**src/rtl/pipeline_hazard_ctrl.sv**
```systemverilog
// ---------------------------------------------------------------------------
// pipeline_hazard_ctrl
//
// Stall/flush sequencer for a classic 5-stage pipeline. It looks at the
// instruction in ID, the ID/EX latch and the EX/MEM latch, and produces the
// load enables and flush controls for PC, IF/ID, ID/EX, EX/MEM and MEM/WB.
//
// Handled events (highest priority first):
//   1. data-memory wait  : EX/MEM holds a load/store and memory is not ready
//   2. taken branch      : EX/MEM holds a branch with zero_flag set
//   3. load-use hazard   : ID reads a register that the load in ID/EX writes
//
// Ports
//   clk, rst_n                 clock (rising edge), async active-low reset
//   id_rs, id_rt, id_uses_rt   source registers of the instruction in ID
//   ex_rd, ex_mem_read         destination / load flag held in ID/EX
//   mem_branch, mem_zero       branch and zero flag held in EX/MEM
//   mem_read, mem_write        memory request held in EX/MEM
//   mem_ready                  data memory completes its access this cycle
//   pc_write, pc_src           PC load enable, select branch target
//   ifid_write, ifid_flush     IF/ID load enable, clear to NOP
//   idex_write, idex_flush     ID/EX load enable, load bubble
//   exmem_write, exmem_flush   EX/MEM load enable, load zero control
//   memwb_bubble               MEM/WB loads reg_write=0
//   stall_cycles               saturating count of cycles with pc_write=0
//   mem_err                    sticky memory-timeout flag
// ---------------------------------------------------------------------------
module pipeline_hazard_ctrl #(
  parameter int LU_BUBBLES  = 1,   // bubbles per load-use hazard (1..7)
  parameter int MEM_TIMEOUT = 64,  // max frozen cycles per memory wait (2..255)
  parameter int CNT_W       = 16   // width of stall_cycles
) (
  input  logic             clk,
  input  logic             rst_n,
  input  logic [4:0]       id_rs,
  input  logic [4:0]       id_rt,
  input  logic             id_uses_rt,
  input  logic [4:0]       ex_rd,
  input  logic             ex_mem_read,
  input  logic             mem_branch,
  input  logic             mem_zero,
  input  logic             mem_read,
  input  logic             mem_write,
  input  logic             mem_ready,
  output logic             pc_write,
  output logic             pc_src,
  output logic             ifid_write,
  output logic             ifid_flush,
  output logic             idex_write,
  output logic             idex_flush,
  output logic             exmem_write,
  output logic             exmem_flush,
  output logic             memwb_bubble,
  output logic [CNT_W-1:0] stall_cycles,
  output logic             mem_err
);

  typedef enum logic [1:0] {
    RUN      = 2'd0,
    LU_STALL = 2'd1,
    MEM_WAIT = 2'd2
  } state_e;

  // Last bubble index while in LU_STALL, and the wait-count that triggers a
  // forced release.
  localparam logic [2:0] LU_LAST    = 3'(LU_BUBBLES - 1);
  localparam logic [7:0] WAIT_LIMIT = 8'(MEM_TIMEOUT);

  state_e           state_q, state_d;
  logic [2:0]       bub_cnt_q, bub_cnt_d;
  logic [7:0]       wait_cnt_q, wait_cnt_d;
  logic [CNT_W-1:0] stall_cycles_q, stall_cycles_d;
  logic             mem_err_q, mem_err_d;

  logic mem_req;
  logic branch_taken;
  logic lu_hazard;

  // Control values before the reset gate.
  logic pc_write_c, pc_src_c, ifid_write_c, ifid_flush_c;
  logic idex_write_c, idex_flush_c, exmem_write_c, exmem_flush_c;
  logic memwb_bubble_c;
  logic freeze_c;   // memory wait holds the whole pipe this cycle
  logic decode_c;   // cycle resolves branch / load-use as in RUN

  assign mem_req      = mem_read | mem_write;
  assign branch_taken = mem_branch & mem_zero;
  // $0 is hard-wired, so a load targeting it never creates a dependency.
  assign lu_hazard    = ex_mem_read && (ex_rd != 5'd0) &&
                        ((ex_rd == id_rs) || (id_uses_rt && (ex_rd == id_rt)));

  always_comb begin
    pc_write_c     = 1'b1;
    pc_src_c       = 1'b0;
    ifid_write_c   = 1'b1;
    ifid_flush_c   = 1'b0;
    idex_write_c   = 1'b1;
    idex_flush_c   = 1'b0;
    exmem_write_c  = 1'b1;
    exmem_flush_c  = 1'b0;
    memwb_bubble_c = 1'b0;
    freeze_c       = 1'b0;
    decode_c       = 1'b0;
    state_d        = RUN;
    bub_cnt_d      = 3'd0;
    wait_cnt_d     = 8'd0;
    mem_err_d      = mem_err_q;

    case (state_q)
      MEM_WAIT: begin
        if (mem_ready) begin
          decode_c = 1'b1;
        end else if (wait_cnt_q == WAIT_LIMIT) begin
          // Give up on the memory: flag it and let the access retire.
          mem_err_d = 1'b1;
          decode_c  = 1'b1;
        end else begin
          freeze_c   = 1'b1;
          state_d    = MEM_WAIT;
          wait_cnt_d = wait_cnt_q + 8'd1;
        end
      end
      default: begin
        // RUN or LU_STALL; a memory wait abandons any pending bubbles.
        if (mem_req && !mem_ready) begin
          freeze_c   = 1'b1;
          state_d    = MEM_WAIT;
          wait_cnt_d = 8'd1;
        end else begin
          decode_c = 1'b1;
        end
      end
    endcase

    if (freeze_c) begin
      pc_write_c     = 1'b0;
      ifid_write_c   = 1'b0;
      idex_write_c   = 1'b0;
      exmem_write_c  = 1'b0;
      memwb_bubble_c = 1'b1;
    end

    if (decode_c) begin
      if (branch_taken) begin
        // The instruction being stalled (if any) is squashed, so the
        // branch wins over a load-use stall.
        pc_src_c      = 1'b1;
        ifid_flush_c  = 1'b1;
        idex_flush_c  = 1'b1;
        exmem_flush_c = 1'b1;
      end else if (state_q == LU_STALL) begin
        // ID/EX already holds a bubble, so the stall continues regardless
        // of the live hazard inputs.
        pc_write_c   = 1'b0;
        ifid_write_c = 1'b0;
        idex_flush_c = 1'b1;
        if (bub_cnt_q != LU_LAST) begin
          state_d   = LU_STALL;
          bub_cnt_d = bub_cnt_q + 3'd1;
        end
      end else if (lu_hazard) begin
        pc_write_c   = 1'b0;
        ifid_write_c = 1'b0;
        idex_flush_c = 1'b1;
        if (LU_BUBBLES > 1) begin
          state_d   = LU_STALL;
          bub_cnt_d = 3'd1;
        end
      end
    end

    stall_cycles_d = stall_cycles_q;
    if (!pc_write_c && !(&stall_cycles_q)) begin
      stall_cycles_d = stall_cycles_q + CNT_W'(1);
    end
  end

  always_ff @(posedge clk or negedge rst_n) begin
    if (!rst_n) begin
      state_q        <= RUN;
      bub_cnt_q      <= 3'd0;
      wait_cnt_q     <= 8'd0;
      stall_cycles_q <= '0;
      mem_err_q      <= 1'b0;
    end else begin
      state_q        <= state_d;
      bub_cnt_q      <= bub_cnt_d;
      wait_cnt_q     <= wait_cnt_d;
      stall_cycles_q <= stall_cycles_d;
      mem_err_q      <= mem_err_d;
    end
  end

  // While reset is asserted nothing in the pipe may load or flush.
  assign pc_write     = rst_n & pc_write_c;
  assign pc_src       = rst_n & pc_src_c;
  assign ifid_write   = rst_n & ifid_write_c;
  assign ifid_flush   = rst_n & ifid_flush_c;
  assign idex_write   = rst_n & idex_write_c;
  assign idex_flush   = rst_n & idex_flush_c;
  assign exmem_write  = rst_n & exmem_write_c;
  assign exmem_flush  = rst_n & exmem_flush_c;
  assign memwb_bubble = rst_n & memwb_bubble_c;
  assign stall_cycles = stall_cycles_q;
  assign mem_err      = mem_err_q;

endmodule

```
**config.mk**
```make
export PLATFORM = sky130hd
export DESIGN_NAME = pipeline_hazard_ctrl
export DESIGN_NICKNAME = d
export VERILOG_FILES = /design/src/rtl/pipeline_hazard_ctrl.sv
export SDC_FILE = /design/constraint.sdc
export NUM_CORES = 1
export LEC_CHECK = 0
export BUFFER_PORTS_ARGS = -buffer_cell sky130_fd_sc_hd__buf_2
export CAP_MARGIN = 5
export CORE_MARGIN = 1.5
export CORE_UTILIZATION = 50
export DETAILED_ROUTE_END_ITERATION = 8
export PLACE_DENSITY_LB_ADDON = 0.12
export SYNTH_ARGS = -nofsm -noshare
export SYNTH_HDL_FRONTEND = slang
export SYNTH_SLANG_ARGS = --single-unit
```
**constraint.sdc**
```tcl
create_clock -name clk -period 2.1 [get_ports clk]
set_input_delay 0 -clock clk [delete_from_list [all_inputs] [get_ports clk]]
set_output_delay 0 -clock clk [all_outputs]
set_load 0.02 [all_outputs]
```
After elaboration in Yosys (flattened, before gate mapping):

Cells that the tools add are included.

* logic and storage cells: 70
* bits in registers: 30
* output and inout bits: 26

* bitwise operators: 8
* equal/unequal tests: 5
* reductions and logical operators: 13
* mux-type cells: 36
* $add $sub $neg: 3

Operators with widths (count)
* 2-to-1 mux 8 bit: 3
* 2-to-1 mux 1 bit: 21
* adder 16 x 1 -> 16 bit, second input constant: 1
* 2-to-1 mux 2 bit: 8
* AND reduction 16 bit: 1
* 2-to-1 mux 3 bit: 4
* equality test 5 bit: 2
* adder 8 x 1 -> 8 bit, second input constant: 1
* equality test 8 x 7 -> 1 bit, second input constant: 1
* bitwise AND 1 bit: 6
* logical AND 1 bit: 5
* nonzero test 5 bit: 1
* adder 3 x 1 -> 3 bit, second input constant: 1
* logical NOT 1 bit: 3
* AND reduction 3 bit: 1
* nonzero test 3 bit: 1
* equality test 2 x 1 -> 1 bit, second input constant: 1
* equality test 2 bit, second input constant: 1
* logical OR 1 bit: 1
* NOT 1 bit: 1
* bitwise OR 1 bit: 1

Depth between registers and ports, before layout:

Gate-level depths: netlist (run 1).

* word-level depth: 11
* mapped depth: 11

Worst setup path before layout (run 1):

No wires, ideal clock.

* path kind: register -> register
* start point: reg stall_cycles_q[0], in the netlist stall_cycles[0]
* end point: reg stall_cycles_q[8], in the netlist stall_cycles[8]
* cell stages (with the launch flop): 10
* library setup time: 131 ps
* arrival time: 1652 ps
* path slack: 317 ps
* data required time: 1969 ps
* clock period less this slack: 1783 ps
* cells stage by stage: dfrtp_1 > ha_1 > nand3_1 > nor2_1 > nand3_1 > nand4_1 > nand2_4 > buf_8 > nand3_1 > xnor2_1

* longest elaborated chain between the ends: 3
* elaborated cells on any way between the ends: 4
* those cells by class: 1 x add/sub; 3 x reduce/logical

Ends and longest elaborated chain
* from (decl): RTL line 72 `logic [CNT_W-1:0] stall_cycles_q, stall_cycles_d;`
* from (signal assigned): RTL line 189 `stall_cycles_q <= stall_cycles_d;`
* parallel branches: the longest is 3 deep, another holds adder 16 x 1 -> 16 bit

Several ways; the timed one is not identified.
A chain may end at the register's enable or synchronous reset.

Worst setup path after layout (run 1):

* start point: reg wait_cnt_q[0]
* end point: out pc_write

* longest elaborated chain between the ends: 10
* elaborated cells on any way between the ends: 13
* those cells by class: 1 x eq/ne; 11 x mux; 1 x bitwise

Ends and longest elaborated chain
* from (decl): RTL line 71 `logic [7:0] wait_cnt_q, wait_cnt_d;`
* from (signal assigned): RTL line 188 `wait_cnt_q <= wait_cnt_d;`
* equality test 8 x 7 -> 1 bit (*): RTL line 113 `end else if (wait_cnt_q == WAIT_LIMIT) begin`
* 2-to-1 mux 1 bit: RTL line 113
* 2-to-1 mux 1 bit: RTL line 111 `if (mem_ready) begin`
* 2-to-1 mux 1 bit: RTL line 109 `case (state_q)`
* 2-to-1 mux 1 bit: RTL line 135 `if (freeze_c) begin`
* 2-to-1 mux 1 bit: RTL line 161 `end else if (lu_hazard) begin`
* 2-to-1 mux 1 bit: RTL line 151 `end else if (state_q == LU_STALL) begin`
* 2-to-1 mux 1 bit: RTL line 144 `if (branch_taken) begin`
* 2-to-1 mux 1 bit (*): RTL line 143 `if (decode_c) begin`
* bitwise AND 1 bit (*): RTL line 195 `assign pc_write = rst_n & pc_write_c;`
* to (decl): RTL line 45 `output logic pc_write,`

Mark *: on every way between the ends. The rest lies on a longest branch, timed or not.

==> impl_metrics.yaml, run 1 <==
outcome:
  status: "completed"
drt:
  viasPerCell: 4.93
  post-route-drc-count: 0
  drt-initial-drc-count: 42
  detail_route.first_pass.iterations: 4
  post_drt_wl_per_cell_um: 12.0
  ant_nets: 0
  drt-total-wl_mm: 3.13
  routed-via-count: 1282
critical_path:
  worst_ep_required_time_ns: 2.10
  worstPathArrival_ns: 1.94
  setup.worst_path.start_class: "flop"
  path_max_fanout: 9
  rr_startpoint: "wait_cnt_q[0]"
  critPathSlowestCell: "sky130_fd_sc_hd__dfrtp_1"
  timing.critical_path.cells: "inv_1 > ha_1 > and4bb_2 > a21o_1 > buf_4 > nand3_2 > nor2_1 > buf_2"
  ff2ff_setup_slack_ns: 0.17
  cp_slowest_stage_delay_ns: 0.42
  crit-reg2reg-capture: "stall_cycles[1]"
  timing.critical_path.to_type: "primary output"
  worstRegToRegCells: 9
  setup.worst_path.class: "flop to primary output"
timing:
  min_period_over_period_pct: 92.3
  skew_ns: 0.00739
  finalWorstPathRequiredPeriod_ns: 1.94
  finalSetupViolCount: 0
  grt_setup_unrepaired: "false"
  final.setup.tns_ns: 0
  worst_slew_pin_slew_ns: 0.353
  fmaxAchievable_mhz: 516
  timing_hold_violations_final: 0
  drv_slew: 0
  max-slew-margin-rel_pct: 76.4
layout:
  share_of_cells_above_drive_strength_1_pct: 31.5
  stdcell_area_mm2: 0.00198
  sequential_cell_area_um2: 751
  layout_commonest_cell: "sky130_fd_sc_hd__buf_2"
  antenna_cells: 0
  postLayoutCoreUtil_pct: 64.8
  multi_input_area_um2: 785
  nFillCells: 261
  syn2layout_area_growth_pct: 22.4
  layout_common_cells: "sky130_fd_sc_hd__buf_2, sky130_fd_sc_hd__dfrtp_1, sky130_fd_sc_hd__xnor2_1"
  design.final.nets: 244
floorplan:
  row_count: 20
  start_util_pct: 53.0
  floorplan.die.height_um: 59.9
  number_of_i_o_pins: 50
  die_area_mm2: 0.00359
  die_wd_um: 59.9
  coreArea_mm2: 0.00305
logic_synthesis:
  synth_fa_ha_area_share_pct: 3.87
  synth.area.mux_share_pct: 0.696
  post_synth_instance_area_mm2: 0.00162
  synthArstFlopShare_pct: 100
  post_synth_num_cell_types: 31
  syn_inst: 159
  synth.yosys.warnings: 0
  syn-num-nets: 188
  post_synth_edffs: 0
  yosysSeqAreaShare_pct: 46.4
  synth_area_in_simple_gates_pct: 22.1
  synth_xor_xnor_area_share_pct: 17.3
  synth.avg_cell_area_um2: 10.2
  dominant_combinational_cell_family_by_area_after_synthesis: "simple AND/OR/NAND/NOR gates"
  ys_seq_elements: 30
  synth_compound_area_share_pct: 4.02
  ys.flop_type: "sky130_fd_sc_hd__dfrtp_1"
global_routing:
  grt_max_degree: 18
  grt_use_total_pct: 20.5
  globalRoute.totalOverflow: 0
  grt_pass1_vias: 1285
  wire_length_of_the_first_global_routing_pass_mm: 5.42
  antenna_violations_before_repair: 0
place:
  area_after_detailed_placement_mm2: 0.00188
  globalplace.congestion: 0.803
  dp_hpwl_mm: 2.40
  portBuffers: 49
cts:
  clk-insertion-delay-late_ns: 0.33
  clockRootBuffer: "sky130_fd_sc_hd__clkbuf_4"
  ctsLongestPathBuffers: 2
  tritoncts.num_buffers: 5
  clock_sink_count: 30
  cts_max_level: 2
  clk_transition_reported_paths_ns: 0.09
  tritoncts_clock_tree: "done"
power_and_ir_drop:
  max-vdd-ir-drop_mv: 0.645
  power.leakage_nw: 0.977
  power-per-cell-area_mw_per_mm2: 742
worst_hold_path:
  min-delay-path-class: "primary input to async pin"
flow_run:
  cap_viol_max_count: 0
[sequential cells by signal (all words and copies together), names as in the netlist]
register      flops
stall_cycles     16
wait_cnt_q        8
bub_cnt_q         3
state_q           2
mem_err           1
[cells by family after synthesis]
| family | count (synthesis) |
|---|---|
| simple gates | 66 |
| xor+xnor | 32 |
| flops | 30 |
| buf+inv | 15 |
| compound gates | 10 |
| fa+ha+maj | 5 |
| mux | 1 |
[through the flow]
step | power, mW | hold WS, ns | instances | setup slack [ns]
after CTS | 1.50 | 0.0928 | 260 | 0.0551
after detailed placement | 1.12 | -0.0728 | 249 | 0.238
after global placement | 1.10 | -0.0822 | 249 | 0.295
after global routing | 1.57 | 0.120 | 260 | 0.0117
final | 1.47 | 0.104 | 260 | 0.162
after floorplan | 0.991 | -0.296 | 159 | 0.317
[Yosys cell counts, types with 2 or more instances]
| cell | count | share of area [%] |
|---|---|---|
| sky130_fd_sc_hd__dfrtp_1 | 30 | 46 |
| sky130_fd_sc_hd__xnor2_1 | 28 | 15 |
| sky130_fd_sc_hd__nor2_1 | 17 | 3.9 |
| sky130_fd_sc_hd__nand3_1 | 14 | 4.3 |
| sky130_fd_sc_hd__nand2_1 | 11 | 2.6 |
| sky130_fd_sc_hd__inv_1 | 9 | 2.1 |
| sky130_fd_sc_hd__nand4_1 | 6 | 2.3 |
| sky130_fd_sc_hd__and3_1 | 5 | 1.9 |
| sky130_fd_sc_hd__ha_1 | 5 | 3.9 |
| sky130_fd_sc_hd__buf_4 | 4 | 1.9 |
| sky130_fd_sc_hd__xor2_1 | 4 | 2.2 |
| sky130_fd_sc_hd__a21oi_1 | 3 | 0.93 |
| sky130_fd_sc_hd__and2_1 | 3 | 1.2 |
| sky130_fd_sc_hd__and4_1 | 2 | 1.1 |
| sky130_fd_sc_hd__nand2b_1 | 2 | 0.77 |
[how the worst max path moves through the flow]
stage                               start               to  cells after the start
after detailed placement    wait_cnt_q[0]  stall_cycles[1]                      8
after CTS                   wait_cnt_q[0]         pc_write                      8
after global placement      wait_cnt_q[0]  stall_cycles[1]                      8
after global routing        wait_cnt_q[0]       idex_flush                      8
final                       wait_cnt_q[0]         pc_write                      8
after floorplan           stall_cycles[0]  stall_cycles[8]                      9
[report_power, final]
part,total (mW),internal (mW),switching [mW]
Combinational,0.400,0.169,0.231
Clock,0.355,0.162,0.193
Sequential,0.713,0.641,0.0712
Total,1.47,0.973,0.495
[critical path, delay by kind of cell, from the launching register on]
family | cells | cell delay, ns
flip-flops | 1 | 0.42
AO/OA/AOI/OAI | 1 | 0.13
adder cells (fa/ha/maj) | 1 | 0.14
AND/OR/NAND/NOR | 3 | 0.51
buffers and inverters | 3 | 0.42
[final cells by class]
cell class / instances / share of cell area [%]
clock buffers: 7 / 2.78
multi-input cells: 114 / 39.6
inverters: 9 / 1.71
repair buffers: 55 / 14.9
well taps: 44 / 2.78
clock inverters: 1 / 0.253
flip-flops and latches: 30 / 37.9
[timing repair]
action	4_1_cts	5_1_grt
endpoints found under the setup margin	6	6
endpoints found under the hold margin	31	0
gates resized for setup	1	1
pin swaps	0	1
hold buffers	2	0
setup buffers	1	0
cloned	0	0
[metal layers]
layer | vias up | share of wire, % | wire (µm) | track usage [%]
met1 | 615 | 44 | 1380 | 23.9
met5 | - | 0 | 0 | 0
met3 | 6 | 3.6 | 112 | 6.49
met4 | 0 | 1.5 | 48 | 7.62
li1 | 638 | - | - | -
met2 | 23 | 51 | 1590 | 34.9
(Power assumes the default switching activity.)
==> inputs of run 2 (changes only) <==
Settings changed: HOLD_SLACK_MARGIN set to 0.15.
==> run 2 against run 1 <==
Against the previous run: register-to-register slack about the same; critical path depth stayed put; non-clock buffer count grew 1; sequential power about the same; utilization grew 0.33 points; clock-buffer cell count unchanged; clock power about the same; critical path type unchanged; largest cell class unchanged.
==> impl_metrics.yaml, run 2 (synthesis results as in run 1) <==
critical_path:
  critical_path.startpoint: "wait_cnt_q[0]"
  setup.worst_path.class: "flop to primary output"
  path_max_fanout: 9
  cp-endpoint: "pc_write"
  setup.worst_path.start_class: "flop"
  worstRegToRegCells: 9
  worstPathArrival_ns: 1.95
  rr_startpoint: "wait_cnt_q[0]"
  crit-reg2reg-capture: "stall_cycles[1]"
  worst_ep_required_time_ns: 2.10
  ff2ff_setup_slack_ns: 0.16
  timing.critical_path.to_type: "primary output"
floorplan:
  die_area_mm2: 0.00359
  number_of_i_o_pins: 50
  coreArea_mm2: 0.00305
  start_util_pct: 53.0
  die_wd_um: 59.9
  row_count: 20
  floorplan.die.height_um: 59.9
timing:
  skew_ns: 0.00853
  postLayoutSetupSlackWorst_ns: 0.151
  finalWorstPathRequiredPeriod_ns: 1.95
  final.setup.tns_ns: 0
  whs_ns: 0.183
  min_period_over_period_pct: 92.8
  drv_slew: 0
  timing_hold_violations_final: 0
  grt_setup_unrepaired: "false"
  finalSetupViolCount: 0
  max-slew-margin-rel_pct: 61.8
  fmaxAchievable_mhz: 513
  worst_slew_pin_slew_ns: 0.571
layout:
  layout_commonest_cell: "sky130_fd_sc_hd__buf_2"
  antenna_cells: 0
  share_of_cells_above_drive_strength_1_pct: 31.3
  post_layout_nonfiller_instances: 261
  largest_register_ffs: 16
  syn2layout_area_growth_pct: 23.0
  layout_common_cells: "sky130_fd_sc_hd__buf_2, sky130_fd_sc_hd__dfrtp_1, sky130_fd_sc_hd__xnor2_1"
  stdcell_area_mm2: 0.00199
  postLayoutCoreUtil_pct: 65.2
  design.final.nets: 245
place:
  area_after_detailed_placement_mm2: 0.00188
  place_worst_setup_slack_ns: 0.238
  dp_hpwl_mm: 2.40
  portBuffers: 49
  globalplace.congestion: 0.803
  placed_cells_incl_taps: 249
drt:
  routed-via-count: 1287
  viasPerCell: 4.93
  post_drt_wl_per_cell_um: 12.0
  drt-total-wl_mm: 3.14
  detail_route.first_pass.iterations: 4
  drt-initial-drc-count: 30
  post-route-drc-count: 0
  ant_nets: 0
cts:
  tritoncts_clock_tree: "done"
  clockRootBuffer: "sky130_fd_sc_hd__clkbuf_4"
  clk-insertion-delay-late_ns: 0.33
  clk_transition_reported_paths_ns: 0.09
  cts_max_level: 2
  tritoncts.num_buffers: 5
  clock_sink_count: 30
  ctsLongestPathBuffers: 2
power_and_ir_drop:
  power-per-cell-area_mw_per_mm2: 738
  switching_power_mw: 0.495
  intPower_mw: 0.974
  power_mw: 1.47
  power.leakage_nw: 0.981
  max-vdd-ir-drop_mv: 0.644
  p_sw_share_pct: 33.7
  power.combinational.fraction_pct: 27.4
  power.sequential.fraction_pct: 48.5
  power.clock.fraction_pct: 24.1
global_routing:
  antenna_violations_before_repair: 0
  grt_max_degree: 18
  globalRoute.totalOverflow: 0
  wire_length_of_the_first_global_routing_pass_mm: 5.47
  grt_pass1_vias: 1298
  grt_use_total_pct: 20.6
outcome:
  status: "completed"
worst_hold_path:
  hold_path_startpoint: "mem_read"
  min-delay-path-class: "primary input to flop"
flow_run:
  cap_viol_max_count: 0
run 2: changes by cell type in the layout (fill, tap and decap cells not counted):
| cell | delta |
|---|---|
| sky130_fd_sc_hd__dlygate4sd3_1 | +1 |
run 2: cell type report:
type,count,area (µm²)
Inverter,9,33.8
Clock inverter,1,5.00
Sequential cell,30,751
Multi-Input combinational cell,114,785
Fill cell,259,1060
Timing Repair Buffer,56,305
Clock buffer,7,55.1
Tap cell,44,55.1
run 2: critical path, cell delays in order (launching register included):
cell and delay, ns:
sky130_fd_sc_hd__dfrtp_1 0.42, sky130_fd_sc_hd__inv_1 0.07, sky130_fd_sc_hd__ha_1 0.14, sky130_fd_sc_hd__and4bb_2 0.24, sky130_fd_sc_hd__a21o_1 0.14, sky130_fd_sc_hd__buf_4 0.17, sky130_fd_sc_hd__nand3_2 0.12, sky130_fd_sc_hd__nor2_1 0.15
sky130_fd_sc_hd__buf_2 0.18
run 2: per-layer routing:
| metal | share of wire (%) | GRT usage [%] | vias up |
|---|---|---|---|
| met4 | 1.5 | 7.62 | 0 |
| li1 | - | - | 638 |
| met5 | 0 | 0 | - |
| met3 | 3.6 | 6.49 | 6 |
| met2 | 51 | 35.1 | 25 |
| met1 | 44 | 24.2 | 618 |
run 2: power groups by stage:
stage / logic (mW) / registers (mW) / clock network [mW]
after floorplan: 0.207 / 0.783 / 0
after detailed placement: 0.398 / 0.724 / 0
final: 0.402 / 0.712 / 0.354
after global routing: 0.445 / 0.725 / 0.398
after global placement: 0.387 / 0.716 / 0
after CTS: 0.408 / 0.712 / 0.377
run 2: how the worst min path moves through the flow:
| stage | endpoint | slack (ns) | depth (start not counted) |
|---|---|---|---|
| 2_1_floorplan | bub_cnt_q[0] | -0.30 | 0 |
| 6_report | state_q[1] | 0.18 | 4 |
| 5_1_grt | state_q[1] | 0.18 | 4 |
| 3_5_place_dp | state_q[1] | -0.07 | 1 |
| 3_3_place_gp | state_q[1] | -0.08 | 1 |
| 4_1_cts | state_q[1] | 0.15 | 4 |
run 2: what timing repair did:
item                                    CTS  global route
hold endpoints to repair                 34             0
resized for setup                         1             1
hold buffers                              3             0
buffers inserted                          1             0
pin swaps                                 0             0
endpoints found under the setup margin    6             6
==> inputs of run 3 (changes only) <==
Settings changed: CORE_UTILIZATION 50 to 46.
Clock period 2.1 ns to 1.7 ns, I/O delays scaled along.
==> run 3 against run 2 <==
Against the previous run: the run now ends with setup timing left; via count up 13%; sequential power rose by 20%; clock skew about the same; clock-buffer cell count stayed put; combinational power increased by 91%; design area rose by 26%; die area grew 8.3%.
==> impl_metrics.yaml, run 3 (synthesis results as in run 1) <==
outcome:
  status: "finished with violations"
  failed_checks: "setup timing"
global_routing:
  grt_max_degree: 17
  grt_use_total_pct: 22.6
  wire_length_of_the_first_global_routing_pass_mm: 6.92
  globalRoute.totalOverflow: 0
  antenna_violations_before_repair: 0
  grt_pass1_vias: 1575
timing:
  postLayoutSetupSlackWorst_ns: -0.208
  skew_ns: 0.00873
  finalSetupViolCount: 25
  fmaxAchievable_mhz: 524
  min_period_over_period_pct: 112
  worst_slew_pin_slew_ns: 0.706
  timing_hold_violations_final: 0
  finalWorstPathRequiredPeriod_ns: 1.91
  max-slew-margin-rel_pct: 52.8
  grt_setup_unrepaired: "true"
  drv_slew: 0
power_and_ir_drop:
  max-vdd-ir-drop_mv: 0.793
  power-per-cell-area_mw_per_mm2: 829
  power.leakage_nw: 1.24
place:
  dp_hpwl_mm: 2.74
  area_after_detailed_placement_mm2: 0.00214
  placed_cells_incl_taps: 277
  globalplace.congestion: 0.781
  portBuffers: 49
drt:
  post-route-drc-count: 0
  post_drt_wl_per_cell_um: 13.4
  drt-initial-drc-count: 62
  drt-total-wl_mm: 3.99
  ant_nets: 0
  detail_route.first_pass.iterations: 4
  viasPerCell: 4.90
  routed-via-count: 1455
cts:
  tritoncts.num_buffers: 5
  clk_transition_reported_paths_ns: 0.10
  clockRootBuffer: "sky130_fd_sc_hd__clkbuf_4"
  cts_max_level: 2
  ctsLongestPathBuffers: 2
  tritoncts_clock_tree: "done"
  clock_sink_count: 30
  clk-insertion-delay-late_ns: 0.34
layout:
  layout_common_cells: "sky130_fd_sc_hd__buf_2, sky130_fd_sc_hd__buf_4, sky130_fd_sc_hd__dfrtp_1"
  syn2layout_area_growth_pct: 54.4
  stdcell_area_mm2: 0.00250
  post_layout_nonfiller_instances: 297
  antenna_cells: 0
  postLayoutCoreUtil_pct: 74.3
  design.final.nets: 279
  largest_register_ffs: 16
  share_of_cells_above_drive_strength_1_pct: 49.8
  layout_commonest_cell: "sky130_fd_sc_hd__buf_2"
floorplan:
  die_area_mm2: 0.00388
  floorplan.die.height_um: 62.3
  start_util_pct: 48.1
  number_of_i_o_pins: 50
  coreArea_mm2: 0.00336
  die_wd_um: 62.3
  row_count: 21
critical_path:
  setup.worst_path.start_class: "flop"
  worst_ep_required_time_ns: 1.92
  setup.worst_path.class: "flop to flop"
  timing.critical_path.to_type: "flop"
  worstPathArrival_ns: 2.13
  critPathSlowestCell: "sky130_fd_sc_hd__dfrtp_1"
  path_max_fanout: 8
  timing.critical_path.cells: "inv_1 > ha_1 > and4bb_2 > a21o_1 > buf_6 > nand2_8 > o21ai_4 > nand2_4 > mux2_2"
  cp_slowest_stage_delay_ns: 0.37
flow_run:
  cap_viol_max_count: 0
worst_hold_path:
  min-delay-path-class: "primary input to async pin"
run 3: path summary, 6_finish.rpt:
path	startpoint	endpoint	slack, ns	cells after the start
hold / removal	rst_n	wait_cnt_q[0]	0.30	2
hold reg to reg	bub_cnt_q[0]	bub_cnt_q[0]	0.49	1
setup reg to reg	wait_cnt_q[0]	stall_cycles[1]	-0.21	9
min in group clk	mem_zero	bub_cnt_q[1]	0.33	4
max in group asynchronous	rst_n	stall_cycles[0]	0.69	3
setup / recovery	wait_cnt_q[0]	stall_cycles[1]	-0.21	9
run 3: critical path: cells and delay by family, from the launching register on:
| kind | cells | cell delay [ns] |
|---|---|---|
| buffers and inverters | 2 | 0.18 |
| flip-flops | 1 | 0.37 |
| multiplexers | 1 | 0.35 |
| adder cells (fa/ha/maj) | 1 | 0.20 |
| AO/OA/AOI/OAI | 2 | 0.25 |
| AND/OR/NAND/NOR | 3 | 0.43 |
run 3: through the flow:
step | setup slack (ns) | hold WS (ns) | TNS (ns) | power [mW]
global placement | -0.0787 | -0.0779 | -0.0869 | 1.49
global route | -0.281 | 0.342 | -5.97 | 2.20
floorplan | -0.0515 | -0.296 | -0.387 | 1.25
CTS | -0.154 | 0.324 | -2.78 | 2.05
finish | -0.208 | 0.301 | -4.09 | 2.07
detailed placement | -0.132 | -0.0588 | -0.809 | 1.51
run 3: area by class of cell:
class | instances | area, µm²
clock buffer | 7 | 55.1
fill | 262 | 866
sequential | 30 | 756
tap | 46 | 57.6
clock inverter | 1 | 5.00
timing repair buffer | 89 | 627
multi-input combinational | 115 | 963
inverter | 9 | 33.8
run 3: report_power, final:
part	leakage (nW)	total, mW	switching (mW)	internal [mW]
combinational	0.803	0.766	0.398	0.367
clock	0.0353	0.450	0.250	0.200
sequential	0.399	0.854	0.0579	0.797
total	1.24	2.07	0.706	1.36
run 3: routing by layer:
| metal | global-route usage (%) | up-vias | routed length (µm) |
|---|---|---|---|
| met5 | 0 | - | 0 |
| met4 | 6.67 | 0 | 57 |
| met3 | 5.43 | 7 | 118 |
| met2 | 42.5 | 26 | 2180 |
| met1 | 25.3 | 714 | 1630 |
| li1 | - | 708 | - |
run 3: repair_timing:
| item | CTS | global route |
|---|---|---|
| endpoints found under the hold margin | 32 | 0 |
| resized for setup | 32 | 13 |
| pin swaps | 15 | 8 |
| setup endpoints to repair | 25 | 25 |
| gates cloned | 1 | 0 |
| hold buffers | 4 | 0 |
| setup buffers | 5 | 2 |
